## config.mk

```make
export PLATFORM = sky130hd
export DESIGN_NAME = delay_share_arb
export DESIGN_NICKNAME = d
export VERILOG_FILES = /design/src/rtl/delay_share_arb.sv
export SDC_FILE = /design/constraint.sdc
export NUM_CORES = 1
export LEC_CHECK = 0
export BUFFER_PORTS_ARGS = -buffer_cell sky130_fd_sc_hd__buf_2
export CORE_MARGIN = 5
export CORE_UTILIZATION = 30
export CTS_BUF_LIST = sky130_fd_sc_hd__clkbuf_16
export DETAILED_ROUTE_END_ITERATION = 8
export PLACE_DENSITY = 0.56
export SYNTH_ARGS = -nofsm -noshare
export SYNTH_HDL_FRONTEND = slang
export SYNTH_SLANG_ARGS = --single-unit
export TNS_END_PERCENT = 1
```

## constraint.sdc

```tcl
create_clock -name clk -period 13.7 [get_ports clk]
set_input_delay 4.11 -clock clk [delete_from_list [all_inputs] [get_ports clk]]
set_output_delay 4.11 -clock clk [all_outputs]
set_load 0.01 [all_outputs]
```

## src/rtl/delay_share_arb.sv

```systemverilog
// delay_share_arb: round-robin sharing of one fixed-latency delay line among NCH channels
module delay_share_arb #(
    parameter int NCH  = 4,
    parameter int BWID = 8,
    parameter int LAT  = 32,
    parameter int CHW  = 2
) (
    input  logic                clk,
    input  logic                rst,
    input  logic [NCH*BWID-1:0] iv_req_data,
    input  logic [NCH-1:0]      iv_req_valid,
    output logic [NCH-1:0]      ov_req_ready,
    input  logic [NCH-1:0]      iv_ch_en,
    input  logic                i_hold,
    output logic [BWID-1:0]     ov_pipe_data,
    output logic                o_pipe_nd,
    input  logic [BWID-1:0]     iv_pipe_data,
    input  logic                i_pipe_dv,
    output logic [BWID-1:0]     ov_rsp_data,
    output logic [NCH-1:0]      ov_rsp_valid,
    output logic                o_idle,
    output logic                o_err
);
    logic [CHW-1:0]          ptr;
    logic [CHW-1:0]          gnt_idx;
    logic                    gnt_any;
    logic [NCH-1:0]          elig;
    logic [LAT-1:0]          tv;
    logic [LAT-1:0][CHW-1:0] tt;

    assign elig         = iv_req_valid & iv_ch_en & {NCH{~i_hold}};
    assign ov_req_ready = gnt_any ? (NCH'(1) << gnt_idx) : '0;
    assign o_idle       = ~|tv & ~o_pipe_nd & ~|ov_rsp_valid;

    // first eligible channel at or after ptr, wrapping; lowest offset wins
    always_comb begin
        int c;
        gnt_any = 1'b0;
        gnt_idx = '0;
        c       = 0;
        for (int i = NCH-1; i >= 0; i--) begin
            c = int'(ptr) + i;
            if (c >= NCH) c = c - NCH;
            if (elig[c]) begin
                gnt_any = 1'b1;
                gnt_idx = CHW'(c);
            end
        end
    end

    // issue the granted word into the delay line and advance the pointer past it
    always_ff @(posedge clk or posedge rst) begin
        if (rst) begin
            ptr          <= '0;
            o_pipe_nd    <= 1'b0;
            ov_pipe_data <= '0;
        end else begin
            o_pipe_nd <= gnt_any;
            if (gnt_any) begin
                ov_pipe_data <= iv_req_data[int'(gnt_idx)*BWID +: BWID];
                ptr          <= (gnt_idx == CHW'(NCH-1)) ? '0 : gnt_idx + 1'b1;
            end
        end
    end

    // owner tags travel alongside the data so stage LAT lines up with i_pipe_dv
    always_ff @(posedge clk or posedge rst) begin
        if (rst) begin
            tv <= '0;
            tt <= '0;
        end else begin
            tv[0] <= gnt_any;
            tt[0] <= gnt_any ? gnt_idx : '0;
            for (int i = 1; i < LAT; i++) begin
                tv[i] <= tv[i-1];
                tt[i] <= tt[i-1];
            end
        end
    end

    // route returning words to their owner; untagged or missing words flag o_err
    always_ff @(posedge clk or posedge rst) begin
        if (rst) begin
            ov_rsp_data  <= '0;
            ov_rsp_valid <= '0;
            o_err        <= 1'b0;
        end else begin
            if (i_pipe_dv) ov_rsp_data <= iv_pipe_data;
            ov_rsp_valid <= (i_pipe_dv & tv[LAT-1]) ? (NCH'(1) << tt[LAT-1]) : '0;
            if (i_pipe_dv != tv[LAT-1]) o_err <= 1'b1;
        end
    end
endmodule

```

## Yosys cells after proc, flatten, opt, wreduce, memory -nomap -nowiden

Index checks and enable logic that the tools add are counted.

| storage, ports and cells | value |
|---|---|
| flip-flop bits (word level) | 120 |
| output and inout port bits | 27 |
| word-level logic and storage cells | 99 |
| RAM bits | 0 |
| ROM bits | 0 |
| bits in latches | 0 |
| memories kept | 0 |

| operators by class | value |
|---|---|
| bitwise operators | 7 |
| multiplexer cells | 28 |
| $lt $le $gt $ge | 8 |
| reduce and logical (&&, ||, !) cells | 4 |
| shift operators | 3 |
| add/subtract/negate cells | 8 |
| equal/unequal tests | 2 |
| $mul | 0 |
| div/mod/pow operators | 0 |

Operators with widths:

| operator | count |
|---|---|
| $lt A32 B4 Y1 const B | 4 |
| $mux W32 | 4 |
| $reduce_or A32 Y1 | 1 |
| $shiftx A32 B6 Y8 | 1 |
| $mux W1 | 12 |
| $mux W2 | 6 |
| $sub A3 B3 Y4 const B | 3 |
| $ge A3 B3 Y1 const B | 3 |
| $and A4 B4 Y4 | 2 |
| $bmux W1 S2 | 4 |
| $mux W4 | 2 |
| $shl A1 B2 Y4 const A | 2 |
| $add A2 B2 Y3 const B | 2 |
| $reduce_or A4 Y1 | 1 |
| $sub A2 B3 Y4 const B | 1 |
| $add A2 B1 Y3 const B | 1 |
| $and A1 B1 Y1 | 3 |
| $ge A2 B3 Y1 const B | 1 |
| $add A2 B1 Y2 const B | 1 |
| $eq A2 B2 Y1 const B | 1 |
| $logic_not A1 Y1 | 2 |
| $not A1 Y1 | 2 |
| $ne A1 B1 Y1 | 1 |

## Depth between registers and ports, before layout

| logic depth | value |
|---|---|
| depth in word-level cells | 12 |
| depth in mapped cells | 7 |
| mapped depth without buffers | 6 |

## Worst setup path after synthesis

Ideal clock, no wire load.

| path | value |
|---|---|
| kind | input port to output port |
| start point | in iv_req_valid[3] |
| end point | out ov_req_ready[3] |
| path slack | 4.342 ns |
| arrival time | 5.248 ns |
| buffers on the path | 1 |
| cell stages on the path | 7 |
| cell sequence | and3_2 > o311a_1 > a21bo_4 > buf_6 > inv_1 > ha_1 > and2_1 |

| on the way | value |
|---|---|
| longest elaborated chain between the ends | 11 |
| elaborated cells between the ends (all ways) | 24 |

Ends and longest elaborated chain:

| element | line | RTL |
|---|---|---|
| start, declared | 11 | `input logic [NCH-1:0] iv_req_valid,` |
| $and A4 B4 Y4 (*) (2 in series) | 31 | `assign elig = iv_req_valid & iv_ch_en & {NCH{~i_hold}};` |
| $bmux W1 S2 | 44 | `if (elig[c]) begin` |
| $mux W1 (not written as such) (2 in series) | 44 |  |
| $mux W2 (4 in series) | 44 |  |
| $shl A1 B2 Y4 | 32 | `assign ov_req_ready = gnt_any ? (NCH'(1) << gnt_idx) : '0;` |
| $mux W4 (*) | 32 |  |
| end, declared | 12 | `output logic [NCH-1:0] ov_req_ready,` |

Every way passes the cells marked *; elsewhere a longest branch is shown, timed or not. The select of a mux whose other input is x is not followed.

## Worst setup path after layout

Same ends and word-level chain as after synthesis.

==> results.sh <==
export IMPL_worstSkewPairLatency_ns=0.40
export IMPL_synth_area_per_cell_um2=16.1
export IMPL_hold_viol=0
export IMPL_p_switching_mw=0.196
export IMPL_clockBufferDepth=2
export IMPL_crit_buf_inv=3
export IMPL_drtPass1Iterations=4
export IMPL_cts_tree="done"
export IMPL_required_ns=9.59
export IMPL_power_leakage_nw=2.48
export IMPL_r2r_end="ptr[1]"
export IMPL_cts_resized=0
export IMPL_ys_flop_type="dfrtp_1"
export IMPL_via_per_inst=4.16
export IMPL_drv_cap=0
export IMPL_seq_power_share=0.447
export IMPL_synthArstFlopShare=1.00
export IMPL_hold_buffers=0
export IMPL_area_delta_synth_final_pct=31.1
export IMPL_row_count=41
export IMPL_crit_type="in -> out"
export IMPL_path_common_cell="buf_2"
export IMPL_intPower_mw=0.693
export IMPL_port_buffers=78
export IMPL_crit_arrival_ns=5.48
export IMPL_ys_top_cells_by_area="dfrtp_1 (79%), mux2_2 (2.7%), mux2i_1 (2.1%)"
export IMPL_ir_drop_mv=0.0896
export IMPL_cts_setup_buffers=0
export IMPL_drive_gt1_frac=0.378
export IMPL_post_drt_wl_per_cell_um=12.9
export IMPL_start_kind="primary input"
export IMPL_numCtsBuffers=17
export IMPL_syn_cell_area_um2=3770
export IMPL_drv_slew=0
export IMPL_place_gp_congestion=0.816
export IMPL_start_util=0.302
export IMPL_num_fill_cells=1163
export IMPL_fmax_ghz=0.104
export IMPL_crit_slowest_cell="o311a_1"
export IMPL_power_density_nw_per_um2=180
export IMPL_min_path_type="reg -> reg"
export IMPL_max_slew_margin=0.371
export IMPL_post_route_period_util=0.700
export IMPL_htreeDepth=4
export IMPL_power_frac_comb=0.069
export IMPL_ys_warn_count=0
export IMPL_crit_path_max_incr_delay_ns=0.28
export IMPL_nets=382
export IMPL_hp_start="tt[48]"
export IMPL_clkPwrFrac=0.484
export IMPL_fin_skew_ns=0.00988
export IMPL_rsz0062_at_grt="false"
export IMPL_reg2reg_from="ptr[0]"
export IMPL_grt_pass1_vias=2363
export IMPL_grt_total_usage=0.103
export IMPL_drcViolationCount=0
export IMPL_die_x_um=122
export IMPL_period_needed_ns=9.59
export IMPL_synth_top_area_cell="dfrtp_1"
export IMPL_die_area_um2=14900
export IMPL_path_clk_slew_ns=0.05
export IMPL_synth_seq_cells=119
export IMPL_status="finished clean"
export IMPL_via_count=2134
export IMPL_hpwl_um=4380
export IMPL_pin_count=79
export IMPL_synth_edf_count=0
export IMPL_worst_pin_slew_ns=0.944
export IMPL_antenna_found_initial=0
export IMPL_yosys_top_cells_count="dfrtp_1 (119), nand2_1 (21), nor2_1 (14)"
export IMPL_drt_iter0_drc=95
export IMPL_die_h_um=122
export IMPL_core_region_area_um2=12500
export IMPL_grt_overflow=0
export IMPL_grt_pass1_wl_um=11700
export IMPL_tns_ns=0
export IMPL_ant_nets=0
export IMPL_path_delay_family="compound AO/OA/AOI/OAI gates"
export IMPL_synth_top_area_share=0.790
export IMPL_min_to="tt[50]"
export IMPL_finalSetupViolCount=0
export IMPL_clock_sinks=119
export IMPL_worstPathMaxFanout=13
export IMPL_synth_cells=234
export IMPL_crit_chain="buf_2, and3_2, o311a_1, a21bo_4, inv_1, ha_1, and2_1, buf_2"
export IMPL_seq_area_frac_synth=0.790
export IMPL_wl_um=6630
export IMPL_worstSetupEndpointType="output port"
export IMPL_reg2reg_depth=6
export IMPL_cts_root_buf="clkbuf_16"
export IMPL_p_sw_frac=0.220
export IMPL_grt_max_degree=81
export IMPL_syn_num_nets=288
export IMPL_r2r_setup_slack_ns=11.74
export IMPL_synthDistinctLibCells=35
export IMPL_whs_ns=0.337
export IMPL_synth_most_common_cell="dfrtp_1"
export IMPL_min_path_cells=0
export IMPL_antenna_cells=0
registers in the layout, summed over array words and instances, names as in the netlist:
signal        cells
o_err             1
ov_pipe_data      8
ov_rsp_data       8
ov_rsp_valid      4
ptr               2
tt               64
tv               32
metrics by stage:
stage	setup slack (ns)	instances	util	total power, mW	area, um^2
6_report	4.11	513	0.396	0.889	4940
5_1_grt	4.05	513	0.396	0.930	4940
4_1_cts	4.11	513	0.396	0.903	4940
3_5_place_dp	4.11	481	0.349	0.465	4350
3_3_place_gp	4.13	481	0.349	0.464	4350
2_1_floorplan	4.34	234	-	0.438	3770
power groups by stage:
stage	clock network, mW	registers (mW)	logic (mW)
2_1_floorplan	0	0.403	0.0348
3_3_place_gp	0	0.403	0.0618
3_5_place_dp	0	0.403	0.0626
4_1_cts	0.442	0.398	0.0627
5_1_grt	0.460	0.401	0.0689
6_report	0.430	0.397	0.0615
cells by family (layout without fill, tap and decap cells):
group | count (synthesis) | count (layout) | synth area share
simple gates | 58 | 58 | 0.0764
flops | 119 | 119 | 0.790
mux | 17 | 17 | 0.0482
fa+ha+maj | 2 | 2 | 0.00664
buf+inv | 11 | 118 | 0.0173
compound gates | 27 | 27 | 0.0611
cell usage in the layout (no fill, tap or decap), types with 2 or more instances in the layout:
master	instances
nor3_1	2
clkbuf_16	17
dfrtp_1	119
inv_1	7
buf_2	78
bufinv_16	3
mux2_2	9
buf_4	2
o21a_1	8
nor2_1	14
nand2_1	21
clkinv_4	3
ha_1	2
mux2i_1	8
a31oi_1	9
nor4_1	9
clkinv_1	2
clkinv_2	2
clkinvlp_4	3
and3_2	2
final cells by class:
type,count,area (um^2),share of cell area
well taps,172,215,0.0436
flip-flops and latches,119,2980,0.603
clock buffers,17,425,0.0862
inverters,6,25.0,0.00507
multi-input cells,104,724,0.147
clock inverters,15,164,0.0332
repair buffers,80,405,0.0821
layer usage:
layer	track usage	vias up	routed length (um)
li1	-	988	-
met1	0.135	1044	3100
met2	0.142	100	2860
met3	0.0566	2	664
met4	0.0399	0	9
met5	0	-	0
worst register-to-register path: cells and delay by family (launching register included):
family / cells / cell delay, ns
AOI/OAI and AO/OA: 2 / 0.62
DFF: 1 / 0.44
adders and majority gates: 1 / 0.28
muxes: 1 / 0.26
and+or+nand+nor: 1 / 0.16
buffers and inverters: 1 / 0.09
worst max path at each step:
| stage | start | endpoint | slack, ns | cells after the start |
|---|---|---|---|---|
| after floorplan | iv_req_valid[3] | ov_req_ready[3] | 4.34 | 7 |
| after CTS | iv_req_valid[3] | ov_req_ready[3] | 4.11 | 8 |
| after detailed placement | iv_req_valid[3] | ov_req_ready[3] | 4.11 | 8 |
| after global routing | iv_req_valid[3] | ov_req_ready[3] | 4.05 | 8 |
| after global placement | iv_req_valid[3] | ov_req_ready[3] | 4.13 | 8 |
| final | iv_req_valid[3] | ov_req_ready[3] | 4.11 | 8 |
Note: power is estimated with default switching activity, not from simulation.
